## src/rtl/cpu_seq_pkg.sv

```systemverilog
// Shared types and constants for the CPU phase sequencer.
package cpu_seq_pkg;

    typedef enum logic [2:0] {
        HALT = 3'd0,
        FE   = 3'd1,
        E1   = 3'd2,
        MW   = 3'd3,
        E2   = 3'd4
    } seq_state_t;

    localparam int SEQ_WCNT_W = 4;

endpackage

```

## src/rtl/seq_wait_counter.sv

```systemverilog
// Down-counter that paces the multiplier wait cycles between E1 and E2 of MLR.
module seq_wait_counter
    import cpu_seq_pkg::*;
#(
    parameter int W = SEQ_WCNT_W
) (
    input  logic         clk,
    input  logic         rst_n,
    input  logic         load,
    input  logic [W-1:0] load_val,
    input  logic         dec,
    output logic         zero
);

    logic [W-1:0] wcnt;

    always_ff @(posedge clk or negedge rst_n) begin
        if (!rst_n) begin
            wcnt <= '0;
        end else if (load) begin
            wcnt <= load_val;
        end else if (dec) begin
            wcnt <= wcnt - 1'b1;
        end
    end

    assign zero = (wcnt == '0);

endmodule

```

## src/rtl/cpu_phase_sequencer.sv

```systemverilog
// Instruction phase sequencer: one-hot FE/E1/E2 strobes, MLR wait insertion,
// run/stop/single-step control and retired-instruction counting.
module cpu_phase_sequencer
    import cpu_seq_pkg::*;
#(
    parameter int MUL_LAT = 3,
    parameter int CNT_W   = 16
) (
    input  logic             clk,
    input  logic             rst_n,
    input  logic             start,
    input  logic             stop_req,
    input  logic             step,
    input  logic             extra1,
    input  logic             is_mlr,
    input  logic             is_stp,
    output logic             fe,
    output logic             e1,
    output logic             e2,
    output logic             mul_wait,
    output logic             halted,
    output logic             retire,
    output logic [CNT_W-1:0] instr_count
);

    localparam int WLOAD_I = (MUL_LAT > 1) ? (MUL_LAT - 2) : 0;
    localparam logic [SEQ_WCNT_W-1:0] WLOAD = SEQ_WCNT_W'(WLOAD_I);

    seq_state_t state, state_nx;
    logic       running, running_nx;
    logic       single, single_nx;
    logic       wait_load;
    logic       wait_dec;
    logic       wait_zero;

    seq_wait_counter #(.W(SEQ_WCNT_W)) u_wait (
        .clk      (clk),
        .rst_n    (rst_n),
        .load     (wait_load),
        .load_val (WLOAD),
        .dec      (wait_dec),
        .zero     (wait_zero)
    );

    always_ff @(posedge clk or negedge rst_n) begin
        if (!rst_n) begin
            state       <= HALT;
            running     <= 1'b0;
            single      <= 1'b0;
            instr_count <= '0;
        end else begin
            state   <= state_nx;
            running <= running_nx;
            single  <= single_nx;
            if (retire) begin
                instr_count <= instr_count + 1'b1;
            end
        end
    end

    // The boundary decision sees this cycle's start/stop pulses, so a stop
    // arriving in the retiring phase still halts at that boundary.
    always_comb begin
        state_nx   = state;
        running_nx = running;
        single_nx  = single;
        wait_load  = 1'b0;

        if (stop_req) running_nx = 1'b0;
        if (start)    running_nx = 1'b1;

        case (state)
            HALT: begin
                if (start) begin
                    state_nx = FE;
                end else if (step) begin
                    single_nx = 1'b1;
                    state_nx  = FE;
                end
            end
            FE: state_nx = E1;
            E1: begin
                if (is_stp) begin
                    running_nx = 1'b0;
                    single_nx  = 1'b0;
                    state_nx   = HALT;
                end else if (extra1 && is_mlr && (MUL_LAT > 1)) begin
                    wait_load = 1'b1;
                    state_nx  = MW;
                end else if (extra1) begin
                    state_nx = E2;
                end else if (single || !running_nx) begin
                    single_nx = 1'b0;
                    state_nx  = HALT;
                end else begin
                    state_nx = FE;
                end
            end
            MW: begin
                if (wait_zero) state_nx = E2;
            end
            E2: begin
                if (single || !running_nx) begin
                    single_nx = 1'b0;
                    state_nx  = HALT;
                end else begin
                    state_nx = FE;
                end
            end
            default: state_nx = HALT;
        endcase
    end

    assign wait_dec = (state == MW) && !wait_zero;

    assign fe       = (state == FE);
    assign e1       = (state == E1);
    assign e2       = (state == E2);
    assign mul_wait = (state == MW);
    assign halted   = (state == HALT);
    assign retire   = (e1 && (is_stp || !extra1)) || e2;

endmodule

```

## config.mk

```make
export PLATFORM = sky130hd
export DESIGN_NAME = cpu_phase_sequencer
export DESIGN_NICKNAME = d
export VERILOG_FILES = /design/src/rtl/cpu_seq_pkg.sv /design/src/rtl/seq_wait_counter.sv /design/src/rtl/cpu_phase_sequencer.sv
export SDC_FILE = /design/constraint.sdc
export NUM_CORES = 1
export LEC_CHECK = 0
export CORE_MARGIN = 2
export CORE_UTILIZATION = 44
export DETAILED_ROUTE_END_ITERATION = 8
export GPL_TIMING_DRIVEN = 0
export PLACE_DENSITY = 0.74
export SETUP_SLACK_MARGIN = 0.02
export SLEW_MARGIN = 5
export SYNTH_ARGS = -nofsm -noshare
export SYNTH_HDL_FRONTEND = slang
export SYNTH_SLANG_ARGS = --single-unit
```

## constraint.sdc

```tcl
create_clock -name clk -period 1.55 [get_ports clk]
set_input_delay 0.155 -clock clk [delete_from_list [all_inputs] [get_ports clk]]
set_output_delay 0.155 -clock clk [all_outputs]
set_load 0.05 [all_outputs]
```

# ---- After elaboration in Yosys (flattened, before gate mapping)
# Cells that the tools add are included.
dict set report op_classes {
  addsub 2
  eq_ne 10
  muxes 24
  n_reduce_logical 15
}
# op n
set ops {}
lappend ops {{two-way mux 3 bit} 6}
lappend ops {{adder 16 x 1 -> 16 bit, second input constant} 1}
lappend ops {{one-hot mux 3 bit (5 select lines)} 1}
lappend ops {{two-way mux 1 bit} 14}
lappend ops {{!= test 3 bit, second input constant} 3}
lappend ops {{two-way mux 4 bit} 2}
lappend ops {{equality test 3 x 2 -> 1 bit, second input constant} 2}
lappend ops {{AND reduction 5 bit} 1}
lappend ops {{zero test 4 bit} 1}
lappend ops {{!= test 2 bit, second input constant} 2}
lappend ops {{subtractor 4 x 1 -> 4 bit, second input constant} 1}
lappend ops {{equality test 3 x 1 -> 1 bit, second input constant} 1}
lappend ops {{equality test 3 bit, second input constant} 1}
lappend ops {{logical AND 1 bit} 3}
lappend ops {{zero test 1 bit} 3}
lappend ops {{zero test 3 bit} 1}
lappend ops {{logical OR 1 bit} 3}
lappend ops {{one-hot mux 1 bit (3 select lines)} 1}
lappend ops {{nonzero test 3 bit} 1}
lappend ops {{!= test 2 x 1 -> 1 bit, second input constant} 1}
lappend ops {{AND reduction 2 bit} 1}
lappend ops {{nonzero test 2 bit} 1}
dict set report word_totals {
  reg_bits 25
  input_bits 8
  word_cells 56
}

# ---- Longest topological paths before layout
dict set report depth {
  ltp_word 9
  ltp_mapped 5
  mapped_depth_nobuf 5
}

# ---- Hierarchy
# Synthesis repeated with hierarchy kept, for this count alone.
dict set report unflattened {
  hier_cells 127
  hier_area_um2 1365.1
}
# module instances cells_each area_each_um2 seq_area_each_um2
set modules_own_cells {}
lappend modules_own_cells {cpu_phase_sequencer 1 106 1134.8 525.5}
lappend modules_own_cells {seq_wait_counter 1 21 230.2 100.1}

# ---- Worst setup path after synthesis
# No wires, ideal clock.
dict set report synth_path {
  kind {reg2reg}
  startpoint {register state[0]}
  endpoint {register single}
  setup_time_ns 0.083
  arrival_time_ns 1.907
  t_required_ns 1.467
  setup_slack_ns -0.440
  path_stages_with_launch 5
  n_path_buf 1
  synth_period_minus_slack_ns 1.990
  cell_sequence {dfrtp_1 buf_4 nor3_1 nand3b_1 o21ai_0}
}
dict set report synth_via {
  elab_chain_cells 3
  word_cells_on_any_way 10
  cone_classes {eq/ne: 6; mux: 1; reduce/logical: 3}
}
# item line
set synth_lines {}
lappend synth_lines {{start, declared} cpu_phase_sequencer.sv:29} ;# seq_state_t state, state_nx;
lappend synth_lines {{start signal, assigned} cpu_phase_sequencer.sv:52} ;# state <= state_nx;
lappend synth_lines {{zero test 3 bit (*)} -}
lappend synth_lines {{named net halted} cpu_phase_sequencer.sv:21} ;# output logic halted,
lappend synth_lines {{!= test 2 bit (no line) or nonzero test 3 bit (tied branches)} -}
lappend synth_lines {{AND reduction 5 bit (no line)} -}
lappend synth_lines {{end signal, assigned} cpu_phase_sequencer.sv:54} ;# single <= single_nx;
lappend synth_lines {{end, declared} cpu_phase_sequencer.sv:31} ;# logic single, single_nx;
# Mark *: on every way through the listed nets, which the timed path passes. The rest lies on a longest branch.
# A chain may end at the register's enable or synchronous reset.

# ---- Final worst setup path
dict set report layout_path {
  startpoint {register state[2]}
  endpoint {output port mul_wait}
}
dict set report layout_via {
  elab_chain_cells 1
}
# item line
set layout_lines {}
lappend layout_lines {{equality test 3 x 2 -> 1 bit} cpu_phase_sequencer.sv:119} ;# assign mul_wait = (state == MW);
lappend layout_lines {{end, declared} cpu_phase_sequencer.sv:20} ;# output logic mul_wait,
# No other way between the ends.

==> results.py <==
metrics = {
    "run_status": {
        "outcome": "finished, violations left",
        "violations": "setup timing",
    },
    "clock_network": {
        "clockRootBuffer": "clkbuf_4",
        "clock_tree.htree_level_count": 1,
        "cts_tree": "done",
        "cts_sinks": 25,
        "cts.reportedPaths.clkPinSlew_ns": 0.15,
        "insertion_delay_ns": 0.32,
        "cts.path.max_buffers": 2,
        "cts-buffers-inserted": 3,
    },
    "global_route": {
        "grt_max_degree": 26,
        "antenna_found_initial": 0,
        "gr-max-usage-layer": "met2",
        "groute.usage.overall": 0.163,
        "grt_remaining_overflow": 0,
        "grt_first_pass_wirelength_um": 4350,
        "grt_pass1_vias": 993,
        "globalRouteMet1Util": 0.204,
        "grt_util_met3": 0.0264,
        "use_met2": 0.294,
    },
    "critical_path": {
        "critical-path-max-stage-delay_ns": 0.45,
        "arrival_worst_endpoint_ns": 1.47,
        "timing.critical_path.to_type": "output port",
        "critical_path_required_ns": 1.39,
        "startpoint": "state[2]",
        "startpoint_of_the_worst_register_to_register_path": "state[2]",
        "critical_path.startpoint_type": "register",
        "crit_path_top_delay_cell": "dfrtp_2",
        "worstPathCellList": "buf_6, nand3b_1, inv_1, buf_6",
        "crit_top_cell": "buf_6",
        "timing.setup.critical_path_class": "reg2out",
        "setup_slack_on_the_worst_flop_to_flop_path_ns": 0,
        "critical_path_peak_fanout": 3,
        "timing.reg2reg.worst_path_depth": 6,
        "r2r-end": "u_wait.wcnt[2]",
    },
    "final_layout": {
        "filler_cell_count": 210,
        "insertedDiodeCount": 0,
        "drive_gt1_frac": 0.395,
        "layout-area-overhead-vs-synth_pct": 46.0,
        "multi_input_comb_area_um2": 727,
        "final_net_count": 178,
        "ff_latch_area_um2": 641,
        "layoutNonFillerInstCount": 198,
    },
    "sta": {
        "timing.final.max_slew_violations": 0,
        "timing.hold.ws_ns": 0.415,
        "hold_violations": 0,
        "post_route_setup_slack_ns": -0.0703,
        "period_share": 1.05,
        "max_slew.worst_pin.slew_ns": 1.12,
        "final.min_clock_period_ns": 1.62,
        "grt_setup_unrepaired": "true",
        "fmax_ghz": 0.617,
        "setup_failing_eps_final": 3,
        "setup_tns_ns": -0.123,
        "fin_worst_skew_ns": 0.0110,
        "timing.max_slew.rel_slack": 0.252,
    },
    "hold_path": {
        "min-delay-path-class": "in2async",
    },
    "routing": {
        "antenna_violating_nets_post_route": 0,
        "via_count": 1042,
        "drt-pass1-iter-count": 3,
        "detailedRoute.firstIterationViolations": 26,
        "drt-wirelength-per-cell_um": 15.0,
        "drc": 0,
        "routed_wirelength_um": 2960,
        "per_cell_via_count_in_the_routed_design": 5.26,
    },
    "synth": {
        "synth_area_per_cell_um2": 11.1,
        "synth_adder_area_share": 0.0193,
        "yosysWarningCount": 0,
        "synth_flop_cell": "dfrtp_1",
        "netlist.area_leader.share": 0.482,
        "edff_count_synth": 0,
        "synth_xor_xnor_area_share": 0.121,
        "synth.cell_area_mm2": 0.00130,
        "synth_seq_area_share": 0.482,
        "synth-compound-area-share": 0.0559,
        "synthTopCellsByCount": "dfrtp_1, xnor2_1, nor2_1, inv_1, nand3_1",
        "yosysUniqueCellTypes": 38,
        "netlist_instances": 117,
        "muxShareOfSynthArea": 0.0202,
        "syn-num-nets": 127,
        "most_used_standard_cell_by_instance_count_after_synthesis": "dfrtp_1",
        "synth_top_family_by_area": "simple AND/OR/NAND/NOR gates",
        "synthArstFlopShare": 1.00,
        "synth-seq-cells": 25,
        "yosys.area.top_type": "dfrtp_1",
        "synthSimpleGateAreaFrac": 0.261,
        "synthTopCellsByArea": "dfrtp_1, xnor2_1, nand3_1",
    },
    "flow_run": {
        "max-cap-violations": 0,
    },
    "power_and_ir_drop": {
        "power_density_mw_per_mm2": 1950,
        "vdd_ir_drop_max_mv": 1.43,
        "p_leak_nw": 0.871,
    },
    "floorplanning": {
        "floorplan.die_area_mm2": 0.00340,
        "number_of_core_rows": 19,
        "pin_count": 30,
        "die_h_um": 58.3,
        "placeableCoreArea_mm2": 0.00278,
        "chipWidth_um": 58.3,
        "starting_utilization_of_the_core_area": 0.467,
    },
    "place": {
        "routability_congestion": 0.751,
        "port-buffer-count": 29,
        "placed_cells": 177,
        "dp.final_hpwl_um": 1930,
    },
}
-- metrics by stage --
| step | setup slack (ns) | util | power, W | instance area (um^2) |
|---|---|---|---|---|
| after floorplan | 0.0137 | - | 0.00237 | 1330 |
| after global placement | -0.704 | 0.598 | 0.00282 | 1660 |
| after detailed placement | -0.706 | 0.598 | 0.00287 | 1660 |
| after CTS | -0.160 | 0.606 | 0.00315 | 1690 |
| after global routing | -0.127 | 0.682 | 0.00390 | 1900 |
| final | -0.0703 | 0.682 | 0.00370 | 1900 |
-- worst max-delay path, delay by kind of cell, from the launching register on --
family        cells  cell delay (ns)
flops             1             0.45
buf+inv           3             0.42
simple gates      1             0.27
-- how the worst max path moves through the flow --
stage	end	slack, ns	cells past startpoint
after global placement	retire	-0.70	6
after floorplan	single	0.01	4
after CTS	retire	-0.16	5
after global routing	mul_wait	-0.13	4
final	mul_wait	-0.07	4
after detailed placement	retire	-0.71	6
-- cell usage in the layout (no fill, tap or decap), types with 3 or more instances in the layout --
master and instances:
buf_6 4, and3_1 3, clkdlybuf4s50_1 7, xor2_1 3, nand2_1 3, buf_4 20, xnor2_1 15, nor2_1 5
nand3_1 5, dfrtp_1 13, nand4_1 4, dlygate4sd2_1 16, inv_1 7, dfrtp_2 12, clkbuf_4 3
-- registers in the layout (all words and copies together), names as in the netlist --
signal and cells:
u_wait.wcnt 4, state 3, instr_count 16, single 1, running 1
-- cell type report --
cell class,instances,share of cell area
Buffer,2,0.00990
Clock inverter,1,0.00264
Tap cell,31,0.0205
Inverter,7,0.0139
Sequential cell,25,0.338
Multi-Input combinational cell,82,0.383
Timing Repair Buffer,47,0.220
Clock buffer,3,0.0119
-- metal layers --
metal  wire (um)  vias up
li1            -      508
met1        1250      521
met2        1630       11
met3          65        2
met4          13        0
met5           0        -
-- power breakdown --
part	total, W	internal, W	switching [W]
clock	0.000296	0.0000965	0.000200
sequential	0.00108	0.000860	0.000216
combinational	0.00233	0.00103	0.00130
-- kinds of logic after synthesis --
logic type / after synthesis
DFF: 25
buffers and inverters: 10
and+or+nand+nor: 50
adders and majority gates: 2
AOI/OAI and AO/OA: 10
muxes: 2
xor gates and xnor gates: 18
-- what timing repair did --
action                                 4_1_cts  5_1_grt
endpoints found under the hold margin        0        0
pin swaps                                    1        9
buffers inserted                             1       17
gates resized for setup                     57       24
setup endpoints to repair                   27       13
hold buffers                                 0        0
Note: power is estimated with default switching activity, not from simulation.
